[config.mk]
export PLATFORM = sky130hd
export DESIGN_NAME = mul_unit
export DESIGN_NICKNAME = d
export VERILOG_FILES = /design/src/rtl/mul_unit.sv
export SDC_FILE = /design/constraint.sdc
export NUM_CORES = 1
export LEC_CHECK = 0
export CAP_MARGIN = 5
export CORE_ASPECT_RATIO = 0.6
export CORE_MARGIN = 1
export CORE_UTILIZATION = 30
export CTS_CLUSTER_SIZE = 20
export DETAILED_ROUTE_END_ITERATION = 8
export PLACE_DENSITY = 0.49
export SYNTH_ARGS = -nofsm -noshare
export SYNTH_HDL_FRONTEND = slang
export SYNTH_SLANG_ARGS = --single-unit
[constraint.sdc]
create_clock -name clk -period 11.3 [get_ports clk]
set_input_delay 2.26 -clock clk [delete_from_list [all_inputs] [get_ports clk]]
set_output_delay 2.26 -clock clk [all_outputs]
set_load 0.03 [all_outputs]
[src/rtl/mul_unit.sv]
// Iterative radix-2 shift-add multiplier for MUL/MULTU in EX.
// Optional HI/LO register file behind `MUL_HILO_EN.
module mul_unit #(
  parameter int WIDTH = 32,
  parameter int CNT_W = 6
) (
  input  logic             clk,
  input  logic             rst,
  input  logic             start,
  input  logic             is_signed,
  input  logic [WIDTH-1:0] a,
  input  logic [WIDTH-1:0] b,
`ifdef MUL_HILO_EN
  input  logic             hi_we,
  input  logic             lo_we,
  input  logic [WIDTH-1:0] hi_wdata,
  input  logic [WIDTH-1:0] lo_wdata,
  output logic [WIDTH-1:0] hi,
  output logic [WIDTH-1:0] lo,
`endif
  output logic             busy,
  output logic             done,
  output logic             stall_req,
  output logic [WIDTH-1:0] result_hi,
  output logic [WIDTH-1:0] result_lo
);

  typedef enum logic [1:0] {
    IDLE,
    RUN,
    DONE
  } state_e;

  state_e               state_q;
  logic [WIDTH-1:0]     mcand_q;
  logic [2*WIDTH-1:0]   acc_q;
  logic [2*WIDTH-1:0]   acc_d;
  logic [CNT_W-1:0]     cnt_q;
  logic                 neg_q;
  logic [WIDTH-1:0]     res_hi_q;
  logic [WIDTH-1:0]     res_lo_q;

  logic [WIDTH:0]       sum;
  logic [2*WIDTH:0]     acc_add;
  logic [2*WIDTH-1:0]   prod;
  logic [WIDTH-1:0]     abs_a;
  logic [WIDTH-1:0]     abs_b;
  logic                 last;
  logic                 run;

  assign run = (state_q == RUN);

  // Multiplier lives in the low half of acc and shifts out as product bits shift in
  always_comb begin
    abs_a   = (is_signed && a[WIDTH-1]) ? -a : a;
    abs_b   = (is_signed && b[WIDTH-1]) ? -b : b;
    sum     = {1'b0, acc_q[2*WIDTH-1:WIDTH]} + {1'b0, mcand_q};
    acc_add = acc_q[0] ? {sum, acc_q[WIDTH-1:0]}
                       : {1'b0, acc_q};
    acc_d   = acc_add[2*WIDTH:1];
    prod    = neg_q ? -acc_d : acc_d;
    last    = (cnt_q == CNT_W'(WIDTH-1));
  end

  always_ff @(posedge clk or posedge rst) begin
    if (rst) begin
      state_q  <= IDLE;
      mcand_q  <= '0;
      acc_q    <= '0;
      cnt_q    <= '0;
      neg_q    <= 1'b0;
      res_hi_q <= '0;
      res_lo_q <= '0;
    end else begin
      unique case (state_q)
        IDLE, DONE: begin
          if (start) begin
            mcand_q <= abs_a;
            acc_q   <= {{WIDTH{1'b0}}, abs_b};
            neg_q   <= is_signed & (a[WIDTH-1] ^ b[WIDTH-1]);
            cnt_q   <= '0;
            state_q <= RUN;
          end else begin
            state_q <= IDLE;
          end
        end
        RUN: begin
          acc_q <= acc_d;
          cnt_q <= cnt_q + CNT_W'(1);
          if (last) begin
            res_hi_q <= prod[2*WIDTH-1:WIDTH];
            res_lo_q <= prod[WIDTH-1:0];
            state_q  <= DONE;
          end
        end
        default: state_q <= IDLE;
      endcase
    end
  end

`ifdef MUL_HILO_EN
  logic [WIDTH-1:0] hi_q;
  logic [WIDTH-1:0] lo_q;

  // Explicit MTHI/MTLO beats the product load on the same edge
  always_ff @(posedge clk or posedge rst) begin
    if (rst) begin
      hi_q <= '0;
      lo_q <= '0;
    end else if (!run) begin
      if (hi_we) hi_q <= hi_wdata;
      if (lo_we) lo_q <= lo_wdata;
    end else if (last) begin
      hi_q <= hi_we ? hi_wdata : prod[2*WIDTH-1:WIDTH];
      lo_q <= lo_we ? lo_wdata : prod[WIDTH-1:0];
    end
  end

  assign hi = hi_q;
  assign lo = lo_q;
`endif

  assign busy      = run;
  assign done      = (state_q == DONE);
  assign stall_req = run | (start & ~run);
  assign result_hi = res_hi_q;
  assign result_lo = res_lo_q;

endmodule
== Word level (Yosys, flattened, before mapping) ==
Cells that the tools add are included.
Storage, ports and cells
  register bits after elaboration: 169
  output and inout bits: 67
  word-level logic and storage cells: 41
  bits of input ports: 68
Cells by class
  mux-type cells: 11
  bitwise logic cells: 5
  add/subtract/negate cells: 5
  reduce and logical (&&, ||, !) cells: 8
  eq/ne operators: 5
Operator list (count)
  64-bit two-way mux: 2
  64-bit one-hot mux with 2 select lines: 1
  65-bit two-way mux: 1
  32-bit two-way mux: 2
  32-bit negation: 2
  64-bit negation: 1
  32-bit by 32-bit adder with 33-bit output: 1
  6-bit one-hot mux with 2 select lines: 1
  6-bit by 1-bit adder with 6-bit output, second input constant: 1
  6-bit by 5-bit == test with 1-bit output, second input constant: 1
  6-bit two-way mux: 1
  2-bit AND reduction: 3
  2-bit != test, second input constant: 2
  2-bit one-hot mux with 2 select lines: 1
  1-bit AND: 2
  2-bit by 1-bit == test with 1-bit output, second input constant: 1
  2-bit == test, second input constant: 1
  1-bit logical AND: 2
  2-bit logical NOT: 1
  2-bit two-way mux: 1
  2-bit nonzero test: 1
  2-bit OR reduction: 1
  1-bit two-way mux: 1
  1-bit NOT: 1
  other kinds (2): 2

== Logic depth before layout (Yosys ltp) ==
Gate-level depths: netlist (run 1).
  depth after elaboration: 4
  gate-level depth with buffers: 13

== Least setup slack after synthesis (run 1) ==
No wires, ideal clock.
  path kind: input -> output
  start: input port start
  end: output port stall_req
  arrival time: 2.525 ns
  stages: 1
  path buffers: 0
  setup slack: 6.515 ns
  cells stage by stage: nand2b_1
Between the ends
  longest elaborated chain between the ends: 2
Ends and longest elaborated chain
  from (decl): line 9  | input logic start,
  1-bit AND: line 125  | assign stall_req = run | (start & ~run);
  1-bit bitwise OR: line 125
  to (decl): line 23  | output logic stall_req,
Every way passes these cells.

== Worst setup path after layout (run 1) ==
Ends and elaborated chain as after synthesis.

==> implementation parameters, run 1 <==
Parameter                              Value

Floorplan
  Number of primary I/O pins ... about 140
  Core ar. ... approximately 0.037 sq mm
  Num rows ... between 50 and 60
  Die Width ... approximately 250 um
  Initial core utilization ... a little under a third
  Die footprint ... 0.0387 sq mm
  Die Y-Extent ... 153 um

Power and ir drop
  Worst supply voltage drop on vdd ... ~0.13 mV
  Leak Pwr ... ~5.4 nW
  Cell Pwr Density ... between 200 and 300 mW/mm^2

Routing
  Number of search-and-repair iterations in the first detailed-routing pass ... 7
  Routed length per placed instance ... 18.9 um
  Number of DRC markers in iteration 0 ... just over 900
  DR vias ... 10,589
  Count of antenna-violating nets left after detailed routing ... 0
  Total detailed-routing wirelength ... 37,300 um
  Residual DRC ... 0
  Via-to-Cell Ratio ... 5.37

Global route
  Initial antenna violation count ... 1
  Combined global-route utilization of all metal layers ... 19.7%
  Maximum number of pins on one net before global-route repair ... between 90 and 100
  Grt ovf ... 0
  First-pass GRT wire length ... just under 60,000 um
  Number of global-route vias before repair ... 9,997

Outcome
  Status ... complete, no violations

Critical path
  Type of element launching the critical path ... input pin
  Worst EP required ... ~9 ns
  CP Cell Sequence ... clkdlybuf4s50_1, nand2b_1, clkdlybuf4s50_1
  Critical path's largest stage delay ... ~0.67 ns
  Classification of the worst setup path ... input pin to output pin
  Critical path fanouts, max ... 3
  Critical path's slowest cell ... clkdlybuf4s50_1
  Critical path's top delay family ... buffers and inverters
  Critical path buffers and inverters ... 2
  Nature of the critical path endpoint ... output pin
  Arr. time, crit path ... 3.54 ns
  Dominant cell type by count on the critical path ... clkdlybuf4s50_1

Hold path
  Worst min path class ... flip-flop to flip-flop

Timing
  RSZ-0062 raised after global routing ... false
  Setup skew after layout ... approximately 0.0095 ns
  Clock period minus worst slack ... about 5.8 ns
  Final max-slew violation count ... 0
  Post-route setup TNS ... 0 ns
  Actual slew at the worst max-slew pin ... around 1.1 ns
  Part of the cycle the worst path needs ... 51.3%
  Maximum clock rate ... 173 MHz
  Final setup viols ... 0
  Final hold violations ... 0
  Slew margin rel. ... approximately 26%

Clock tree
  CTS tree ... done
  Clock slew at reported path FFs ... approximately 0.06 ns
  Worst-skew pair later-pin latency ... about 0.45 ns
  Resized Gates After CTS ... 0
  Number of CTS-inserted buffers ... 17
  Hold buffer count at cts ... 0
  Clock root buffer master ... clkbuf_16
  Maximum level of the CTS H-tree ... 4
  Max Root-Sink Buffers ... 2
  Clock Sinks ... 169
  Post-CTS Setup Repair Bufs ... 0

Synth
  Leading post-synthesis cells by instance count ... 215 x nand2_1, 201 x o21ai_0, 169 x dfrtp_1, 74 x clkbuf_1
  Yosys cell types ... just under 70
  Synthesized netlist net count ... 1,479
  Number of synthesized flops with an enable pin ... 0
  Sequential-to-total area share from yosys stat ... between 30 and 40%
  Synthesized area per cell ... 8.27 sq um
  Post-synth top area cell ... dfrtp_1
  Main synth FF type ... dfrtp_1
  Post-synthesis async set-or-reset flop share ... 100%
  Flip-flop and latch count after synthesis ... approximately 170
  Area fraction of the dominant cell type after synthesis ... 37.2%
  Most frequent cell after synthesis ... nand2_1
  Gate count of the mapped netlist ... 1,374
  Yosys Warn Count ... 0
  Biggest area contributors in the synthesized netlist ... dfrtp_1 37%, o21ai_0 8.9%, nand2_1 7.1%, xor2_1 5.2%, xnor2_1 4.0%
  Summed instance area of the synthesized netlist ... 0.0114 sq mm

Layout
  Fill count ... approximately 3,800
  Cell area after layout ... between 0.01 and 0.015 sq mm
  Growth of design area from synthesis to finish ... 21.2%
  Share of final-layout standard cells stronger than drive strength 1 ... around 4.2%
  Post-layout nets ... 1,558

Run
  Reported max-cap violation count ... 0

Place
  Placed Instance Area ... 0.0131 sq mm
  Global placement routability congestion ... 0.867
  Detail Placement HPWL ... 27,500 um
  Number of port buffers ... 134
==> area by class of cell <==
type                            instances  area, sq um  area share [%]
Multi-Input combinational cell       1096         6740            48.9
Sequential cell                       169         4230            30.7
Timing Repair Buffer                  145         1420            10.3
Tap cell                              504          631            4.58
Clock buffer                           22          484            3.52
Clock inverter                         10          165            1.20
Inverter                               24         95.1           0.691
Antenna cell                            1         2.50          0.0182
==> worst reg2reg max path: stages (launching register included) <==
cell	delay [ns]
dfrtp_1	0.43
ha_1	0.27
fa_1	0.42
a21o_1	0.23
a221o_1	0.50
a22oi_1	0.59
a211oi_1	0.17
a211oi_1	0.51
nor2b_1	0.26
or4b_1	0.66
o41ai_2	0.46
xnor2_1	0.17
o21ai_1	0.07
==> path summary, 6_finish.rpt <==
kind / startpoint / endpoint / slack [ns] / cells after the start
setup / recovery: start / stall_req / 5.50 / 3
hold / removal: result_hi[22] / result_hi[22] / 0.48 / 2
setup reg to reg: mcand_q[0] / result_hi[26] / 6.43 / 12
hold reg to reg: result_hi[22] / result_hi[22] / 0.48 / 2
max in group asynchronous: rst / neg_q / 7.76 / 3
min in group asynchronous: rst / result_lo[4] / 2.22 / 2
==> layer usage <==
layer	track usage, %	up-vias	share of wire (%)
met5	0	-	0
met4	4.70	0	1.1
met3	3.09	28	5.0
met2	26.9	267	40
met1	31.4	5137	54
li1	-	5157	-
==> power by group <==
group	total (mW)	internal (mW)	switching [mW]
Clock	0.662	0.394	0.268
Sequential	1.15	0.876	0.273
Combinational	2.31	0.884	1.42
==> cells by family after synthesis <==
group / synth area share, %
AO/OA/AOI/OAI: 24.8
AND/OR/NAND/NOR: 19.4
XOR/XNOR: 9.40
adder cells (fa/ha/maj): 4.14
multiplexers: 1.34
buffers and inverters: 3.62
flip-flops: 37.2
==> flip-flops by register name, indices dropped and copies added, names as in the netlist <==
name / flops
result_lo: 32
result_hi: 32
acc_q: 64
state_q: 2
mcand_q: 32
cnt_q: 6
neg_q: 1
==> stage by stage <==
stage | power (mW) | hold WS [ns] | util, % | worst slack [ns] | instances
after floorplan | 2.67 | 0.456 | - | 4.46 | 1374
after global placement | 3.42 | 0.462 | 35.6 | 5.43 | 1938
after detailed placement | 3.44 | 0.471 | 35.6 | 5.37 | 1938
after CTS | 4.13 | 0.486 | 37.4 | 5.50 | 1970
after global routing | 4.43 | 0.506 | 37.4 | 5.43 | 1970
final | 4.12 | 0.478 | 37.4 | 5.50 | 1971
==> layout by cell type (no fill, tap or decap), types with 12 or more instances in the layout <==
cell type          n
o41ai_1           12
ha_1              36
nand2_1          214
mux2i_1           13
nand4_1           21
nor4_1            21
a31oi_1           12
nor3_1            34
a21oi_1           73
o21ai_0          201
o211ai_1          13
xor2_1            68
dfrtp_1          168
nand2b_1          13
o31ai_1           26
a22oi_1           27
a22o_1            18
nor2_1            72
clkdlybuf4s50_1  134
clkbuf_16         17
xnor2_1           52
inv_1             21
nand3_1           23
a211oi_1          12
(Power assumes the default switching activity.)
==> inputs of run 2 (changes only) <==
- PLACE_DENSITY: 0.49 -> 0.51
- clock period: 11.3 -> 5.3 ns (I/O delays scaled with it)
==> run 2 against run 1 <==
  * Cell area increased by 0.10%
  * Critical path depth increased by 9
  * Combinational power increased by 110%
  * Clock skew increased by 0.00087 ns
  * Sequential share of layout area about the same
==> implementation parameters, run 2 (synthesis results as in run 1) <==
Parameter                              Value

Place
  Global placement routability congestion ... roughly 0.88
  Detail Placement HPWL ... 28,000 um
  Number of port buffers ... around 130
  Placed Instance Area ... ~0.013 sq mm

Routing
  Count of antenna-violating nets left after detailed routing ... 0
  Residual DRC ... 0
  Number of search-and-repair iterations in the first detailed-routing pass ... 5
  Routed length per placed instance ... about 19 um
  Total detailed-routing wirelength ... about 37,000 um
  Number of DRC markers in iteration 0 ... around 840
  DR vias ... between 10,000 and 15,000
  Via-to-Cell Ratio ... 5.33

Clock tree
  Worst-skew pair later-pin latency ... around 0.45 ns
  Number of CTS-inserted buffers ... 17
  Post-CTS Setup Repair Bufs ... 0
  Clock slew at reported path FFs ... around 0.07 ns
  Hold buffer count at cts ... 0
  Resized Gates After CTS ... 0
  CTS tree ... done
  Maximum level of the CTS H-tree ... 4
  Max Root-Sink Buffers ... 2
  Clock root buffer master ... clkbuf_16
  Clock Sinks ... roughly 170

Floorplan
  Number of primary I/O pins ... approximately 140
  Die footprint ... 0.0387 sq mm
  Die Y-Extent ... ~150 um
  Core ar. ... around 0.037 sq mm
  Die Width ... ~250 um
  Initial core utilization ... a little under a third
  Num rows ... 54

Critical path
  Nature of the critical path endpoint ... flip-flop
  Critical path fanouts, max ... 7
  Critical path's top delay family ... compound AO/OA/AOI/OAI gates
  Classification of the worst setup path ... flip-flop to flip-flop
  Arr. time, crit path ... between 4 and 5 ns
  Type of element launching the critical path ... flip-flop
  CP Cell Sequence ... ha_1, fa_1, a21o_1, a221o_1, a22oi_1, a211oi_1, a211oi_1, nor2b_1, or4b_1, o41ai_2, xnor2_1, o21ai_1
  Setup slack on the worst flop-to-flop path ... around 0.8 ns
  Critical path buffers and inverters ... 0
  Critical path's largest stage delay ... around 0.66 ns
  Worst EP required ... 5.62 ns
  Critical path's slowest cell ... or4b_1
  Dominant cell type by count on the critical path ... a211oi_1

Power and ir drop
  Worst supply voltage drop on vdd ... 0.287 mV
  Cell Pwr Density ... about 630 mW/mm^2
  Leak Pwr ... 5.44 nW

Timing
  Final setup viols ... 0
  Maximum clock rate ... 222 MHz
  Final max-slew violation count ... 0
  RSZ-0062 raised after global routing ... false
  Clock period minus worst slack ... about 4.5 ns
  Setup skew after layout ... around 0.010 ns
  Slew margin rel. ... between 30 and 40%
  Actual slew at the worst max-slew pin ... between 0.9 and 1 ns
  Final hold slack ... ~0.48 ns
  Part of the cycle the worst path needs ... a little under nine tenths
  Post-route setup TNS ... 0 ns
  Final hold violations ... 0

Layout
  Post-Route Utilization ... ~37%
  Most frequent cells in the layout ... 214 x nand2_1, 201 x o21ai_0, 168 x dfrtp_1
  Most frequent standard cell in the layout excluding fill and tap cells ... nand2_1
  Post-layout nets ... between 1,500 and 2,000
  Fill count ... between 3,000 and 4,000
  Growth of design area from synthesis to finish ... 21.4%
  Largest reg by FF count ... acc_q
  Cell area after layout ... between 0.01 and 0.015 sq mm
  Share of final-layout standard cells stronger than drive strength 1 ... about 4.2%
  Number of flip-flops under the largest register name ... 64

Global route
  Number of global-route vias before repair ... just over 10,000
  First-pass GRT wire length ... 59,400 um
  Maximum number of pins on one net before global-route repair ... approximately 110
  Grt ovf ... 0
  Combined global-route utilization of all metal layers ... 19.8%
  Initial antenna violation count ... 1

Run
  Reported max-cap violation count ... 0

Hold path
  Worst min path class ... flip-flop to flip-flop

Outcome
  Status ... complete, no violations
run 2: changes by cell type in the layout (fill, tap and decap cells not counted), sizes merged:
cell,change
clkinvlp,-1
clkbuf,+1
bufinv,-1
buf,+5
inv,-1
run 2: final cells by class:
type / instances / area, sq um / share of cell area, %
clock inverter: 7 / 116 / 0.844
tap: 504 / 631 / 4.58
inverter: 24 / 93.8 / 0.681
clock buffer: 23 / 488 / 3.54
timing repair buffer: 150 / 1490 / 10.8
multi-input combinational: 1096 / 6730 / 48.9
sequential: 169 / 4230 / 30.7
antenna: 1 / 2.50 / 0.0182
run 2: per-layer routing:
metal | global-route usage (%) | up-vias | wire length (um)
met5 | 0 | - | 0
met4 | 3.43 | 0 | 248
met3 | 4.17 | 19 | 2110
met2 | 27.5 | 257 | 15000
met1 | 31.0 | 5078 | 19900
li1 | - | 5168 | -
run 2: final timing paths:
check	start	to	cells past startpoint
worst max-delay path	acc_q[32]	result_hi[26]	12
worst min-delay path	result_lo[31]	result_lo[31]	2
worst max register to register	acc_q[32]	result_hi[26]	12
worst min register to register	result_lo[31]	result_lo[31]	2
max in group asynchronous	rst	result_hi[7]	3
min in group asynchronous	rst	acc_q[58]	3
run 2: power by group:
group	total, mW	internal, mW	switching [mW]
clock	1.33	0.786	0.540
combinational	4.95	1.90	3.06
sequential	2.45	1.87	0.587
run 2: worst reg2reg max path, stage by stage (launching register included):
cell and delay (ns):
dfrtp_1 0.41, ha_1 0.24, fa_1 0.41, a21o_1 0.21, a221o_1 0.48, a22oi_1 0.50, a211oi_1 0.16, a211oi_1 0.38
nor2b_1 0.26, or4b_1 0.66, o41ai_2 0.43, xnor2_1 0.16, o21ai_1 0.08
run 2: per-stage QoR:
stage               std cells  total power [mW]  setup WS (ns)
floorplan                1374              5.69           1.33
CTS                      1973              8.74          0.844
global route             1973              9.41          0.569
detailed placement       1943              7.37          0.866
finish                   1974              8.74          0.787
global placement         1943              7.33          0.915
==> patch 1 (config.mk and constraints of run 2) <==
Change the parameter `WIDTH` from 32 to 24.
--- a/src/rtl/mul_unit.sv
+++ b/src/rtl/mul_unit.sv
@@ -1,7 +1,7 @@
 // Iterative radix-2 shift-add multiplier for MUL/MULTU in EX.
 // Optional HI/LO register file behind `MUL_HILO_EN.
 module mul_unit #(
-  parameter int WIDTH = 32,
+  parameter int WIDTH = 24,
   parameter int CNT_W = 6
 ) (
   input  logic             clk,
Ports: changed (resized a, b, result_hi and result_lo); port bits go from 135 to 103. The function was not compared with the original's and may differ.
==> patch 1 against run 2 <==
Largest power group unchanged; clock skew down 0.51 ps; worst setup slack better by 530 ps; wire length down 28%; utilization up 0.37 points; global-route usage down 0.52 points; combinational power down 15%; first-iteration DRC count down 29%; critical path type unchanged; sequential share of layout area up 0.27 points; power down 14%; worst hold slack worse by 4.6 ps; sequential cell count down 40; area after synthesis down 26%; design area down 24%.
==> patch 1: results (changes against run 2) <==
* Peak VDD IR at 0.266 mV (was 0.287 mV)
* Met2 wire length at 9.34 mm (was 15.0 mm)
* IO buf count at 102 (was 134)
* NetSw at 3.60 mW (was 4.19 mW)
* Number of inserted diodes at 0 (was 1)
* Vias in the first global route at 6,968 (was 10,128)
* GR Layer Usage met1 at 0.341 (was 0.310)
* Sequential share of the synthesized area at 0.383 (was 0.372)
* Reg2reg start: acc_q[24] (was acc_q[32])
* Clock power frac at 0.166 (was 0.152)
* Top cells by count, synth: nand2_1, o21ai_0, dfrtp_1 (unchanged)
* Synth area leaders: dfrtp_1, o21ai_0, nand2_1 (unchanged)
* Largest net degree at the start of global routing at 101 (was 111)
* Crit path arrival time at 4340 ps (was 4830 ps)
* Max FFs per register at 48 (was 64)
* Wire length on met3 at 1.39 mm (was 2.11 mm)
* Placement Cell Area at 9810 µm² (was 13,200 µm²)
* Synth Instances at 993 (was 1,374)
* LEAKAGE at 4.27 nW (was 5.44 nW)
* GRT met3 Usage at 0.0378 (was 0.0417)
* Crit path max fanout at 6 (was 7)
* Min-delay src: result_lo[0] (was result_lo[31])
* GR Layer Usage met2 at 0.219 (was 0.275)
* Clk_lat worst skew at 430 ps (was 450 ps)
* Rel. slew slack at 0.463 (was 0.343)
* Routed wire per std cell at 18.6 µm (was 18.9 µm)
* Initial core utilization at 0.306 (was 0.308)
* Outcome: finished clean (unchanged)
* Synth Area in Adders at 0.0439 (was 0.0414)
* Met1 wire length at 16.0 mm (was 19.9 mm)
* RD Place Congestion at 0.916 (was 0.876)
* Distinct cells, synth at 70 (was 69)
* XOR/XNOR Fraction of Synth Area at 0.0976 (was 0.0940)
* Synth Area in Compound Gates at 0.239 (was 0.248)
* Global Route Usage Sum at 0.193 (was 0.198)
patch 1: final cells by class:
type | count | area [µm²] | area share
Multi-Input combinational cell | 785 | 4920 | 0.472
Sequential cell | 129 | 3230 | 0.310
Timing Repair Buffer | 111 | 1100 | 0.106
Tap cell | 367 | 459 | 0.0441
Clock buffer | 20 | 457 | 0.0438
Clock inverter | 12 | 156 | 0.0150
Inverter | 27 | 104 | 0.00996
patch 1: path summary, 6_finish.rpt:
kind	slack, ps	cells after the start	end
setup / recovery	1320	13	result_hi[22]
hold / removal	480	2	result_lo[0]
setup reg to reg	1320	13	result_hi[22]
hold reg to reg	480	2	result_lo[0]
max in group asynchronous	3400	3	mcand_q[10]
min in group asynchronous	980	2	result_hi[17]
patch 1: critical path: stages, from the launching register on:
cell and delay [ps]:
dfrtp_1 380, ha_1 200, inv_1 60, fa_1 390, nor2b_1 190, o31a_1 310
o21ai_0 170, a31oi_2 300, nand3b_1 230, or4b_4 570, nand4bb_4 260, or2_0 260
or4b_1 510, nand3_1 90
==> patch 2 (flow settings as in run 2) <==
Made on the original files. Re-encode `state_e` (3 states) as one-hot, 3 bits wide.
--- a/src/rtl/mul_unit.sv
+++ b/src/rtl/mul_unit.sv
@@ -25,10 +25,10 @@
   output logic [WIDTH-1:0] result_lo
 );
 
-  typedef enum logic [1:0] {
-    IDLE,
-    RUN,
-    DONE
+  typedef enum logic [2:0] {
+    IDLE = 3'b001,
+    RUN  = 3'b010,
+    DONE = 3'b100
   } state_e;
 
   state_e               state_q;
Behaviour: no difference found for any inputs over 10 cycles, from zero or initial values and one cycle with rst high; not proved beyond that.
==> patch 2 against run 2 <==
Power shrank 16%; non-clock buffer count rose by 1; synthesized cell count is 3.3% lower; critical endpoint is now result_hi[30]; sequential cell count rose by 1; wire length decreased by 4.3%; fmax is 0.97% higher; design area down 0.36%; count of clock-buffer cells in the layout down 1; worst setup slack better by 43 ps; via count shrank 2.7%; first-iteration DRC count down 2.3%; largest power group unchanged; area after synthesis fell by 0.54%.
==> patch 2: results (changes against run 2) <==
* RD Place Congestion at 0.905 (was 0.876)
* GR Layer Usage met2 at 0.259 (was 0.275)
* Synth Instances at 1,329 (was 1,374)
* First-pass GRT wire length at 57.3 mm (was 59.4 mm)
* Hold Path End: result_lo[4] (was result_lo[31])
* Via density at 5.28 (was 5.33)
* Outcome: finished clean (unchanged)
* Routed WL at 35.6 mm (was 37.2 mm)
* Layout cells sized above 1 at 0.0572 (was 0.0422)
* Via count at 10,241 (was 10,522)
* Internal power at 3.92 mW (was 4.55 mW)
* Min-delay src: result_lo[4] (was result_lo[31])
* Seq group at 2.09 mW (was 2.45 mW)
* Post-Syn Nets at 1,434 (was 1,479)
* Largest net degree at the start of global routing at 117 (was 111)
* DRT iter0 DRCs at 823 (was 842)
* Placement Cell Area at 13,100 µm² (was 13,200 µm²)
* GR Layer Usage met1 at 0.302 (was 0.310)
* Met1 wire length at 18.9 mm (was 19.9 mm)
* Fin Hold WS at 481 ps (was 480 ps)
* LEAKAGE at 5.58 nW (was 5.44 nW)
* FF-to-FF setup slack at 830 ps (was 790 ps)
* Global Route Usage Sum at 0.190 (was 0.198)
* Sequential share of the synthesized area at 0.377 (was 0.372)
* Distinct cells, synth at 79 (was 69)
* Wire length on met3 at 2.20 mm (was 2.11 mm)
* # fillers at 3,742 (was 3,772)
* GRT met3 Usage at 0.0388 (was 0.0417)
* Total power at 7.36 mW (was 8.74 mW)
* CTS Root Cell: clkbuf_16 (unchanged)
* Crit path time final at 4470 ps (was 4510 ps)
* Initial antenna violation count at 0 (was 1)
* Setup WS pre-CTS at 426 ps (was 866 ps)
* Crit-path max cell delay at 590 ps (was 660 ps)
* Dpl hpwl at 26.4 mm (was 28.0 mm)
* Comb group at 3.93 mW (was 4.95 mW)
* Vias in the first global route at 9,752 (was 10,128)
* Met2 wire length at 14.2 mm (was 15.0 mm)
* Reg-to-Reg End: result_hi[30] (was result_hi[26])
* Crit path max fanout at 6 (was 7)
* Synth area leaders: dfrtp_1, o21ai_0, nand2_1 (unchanged)
* Measured slew at the worst slew-check pin at 1070 ps (was 977 ps)
* Peak VDD IR at 0.286 mV (was 0.287 mV)
* Nets at 1,526 (was 1,563)
* Crit path arrival time at 4800 ps (was 4830 ps)
* Crit path capture: result_hi[30] (was result_hi[26])
* Post-Place Cells at 1,906 (was 1,943)
-- patch 2: worst register-to-register path: cells and delay by family (launching register included) --
family          cells  cell delay [ps]
compound gates      5             1670
simple gates        2              940
fa+ha+maj           2              650
flops               1              400
mux                 1              400
xor+xnor            2              290
-- patch 2: logic make-up (layout without fill, tap and decap cells) --
logic type      count (synthesis)  in the layout  synth area share
xor+xnor                      128            128            0.0992
mux                            15             15            0.0138
simple gates                  428            428             0.182
flops                         170            170             0.377
fa+ha+maj                      37             37            0.0416
compound gates                456            456             0.255
buf+inv                        95            200            0.0317
-- patch 2: layout make-up --
| cell class | count | area (µm²) | share of cell area |
|---|---|---|---|
| inverters | 17 | 67.6 | 0.00492 |
| clock buffers | 22 | 464 | 0.0338 |
| multi-input cells | 1064 | 6690 | 0.487 |
| repair buffers | 151 | 1480 | 0.108 |
| well taps | 504 | 631 | 0.0459 |
| clock inverters | 10 | 140 | 0.0102 |
| flip-flops and latches | 170 | 4260 | 0.310 |
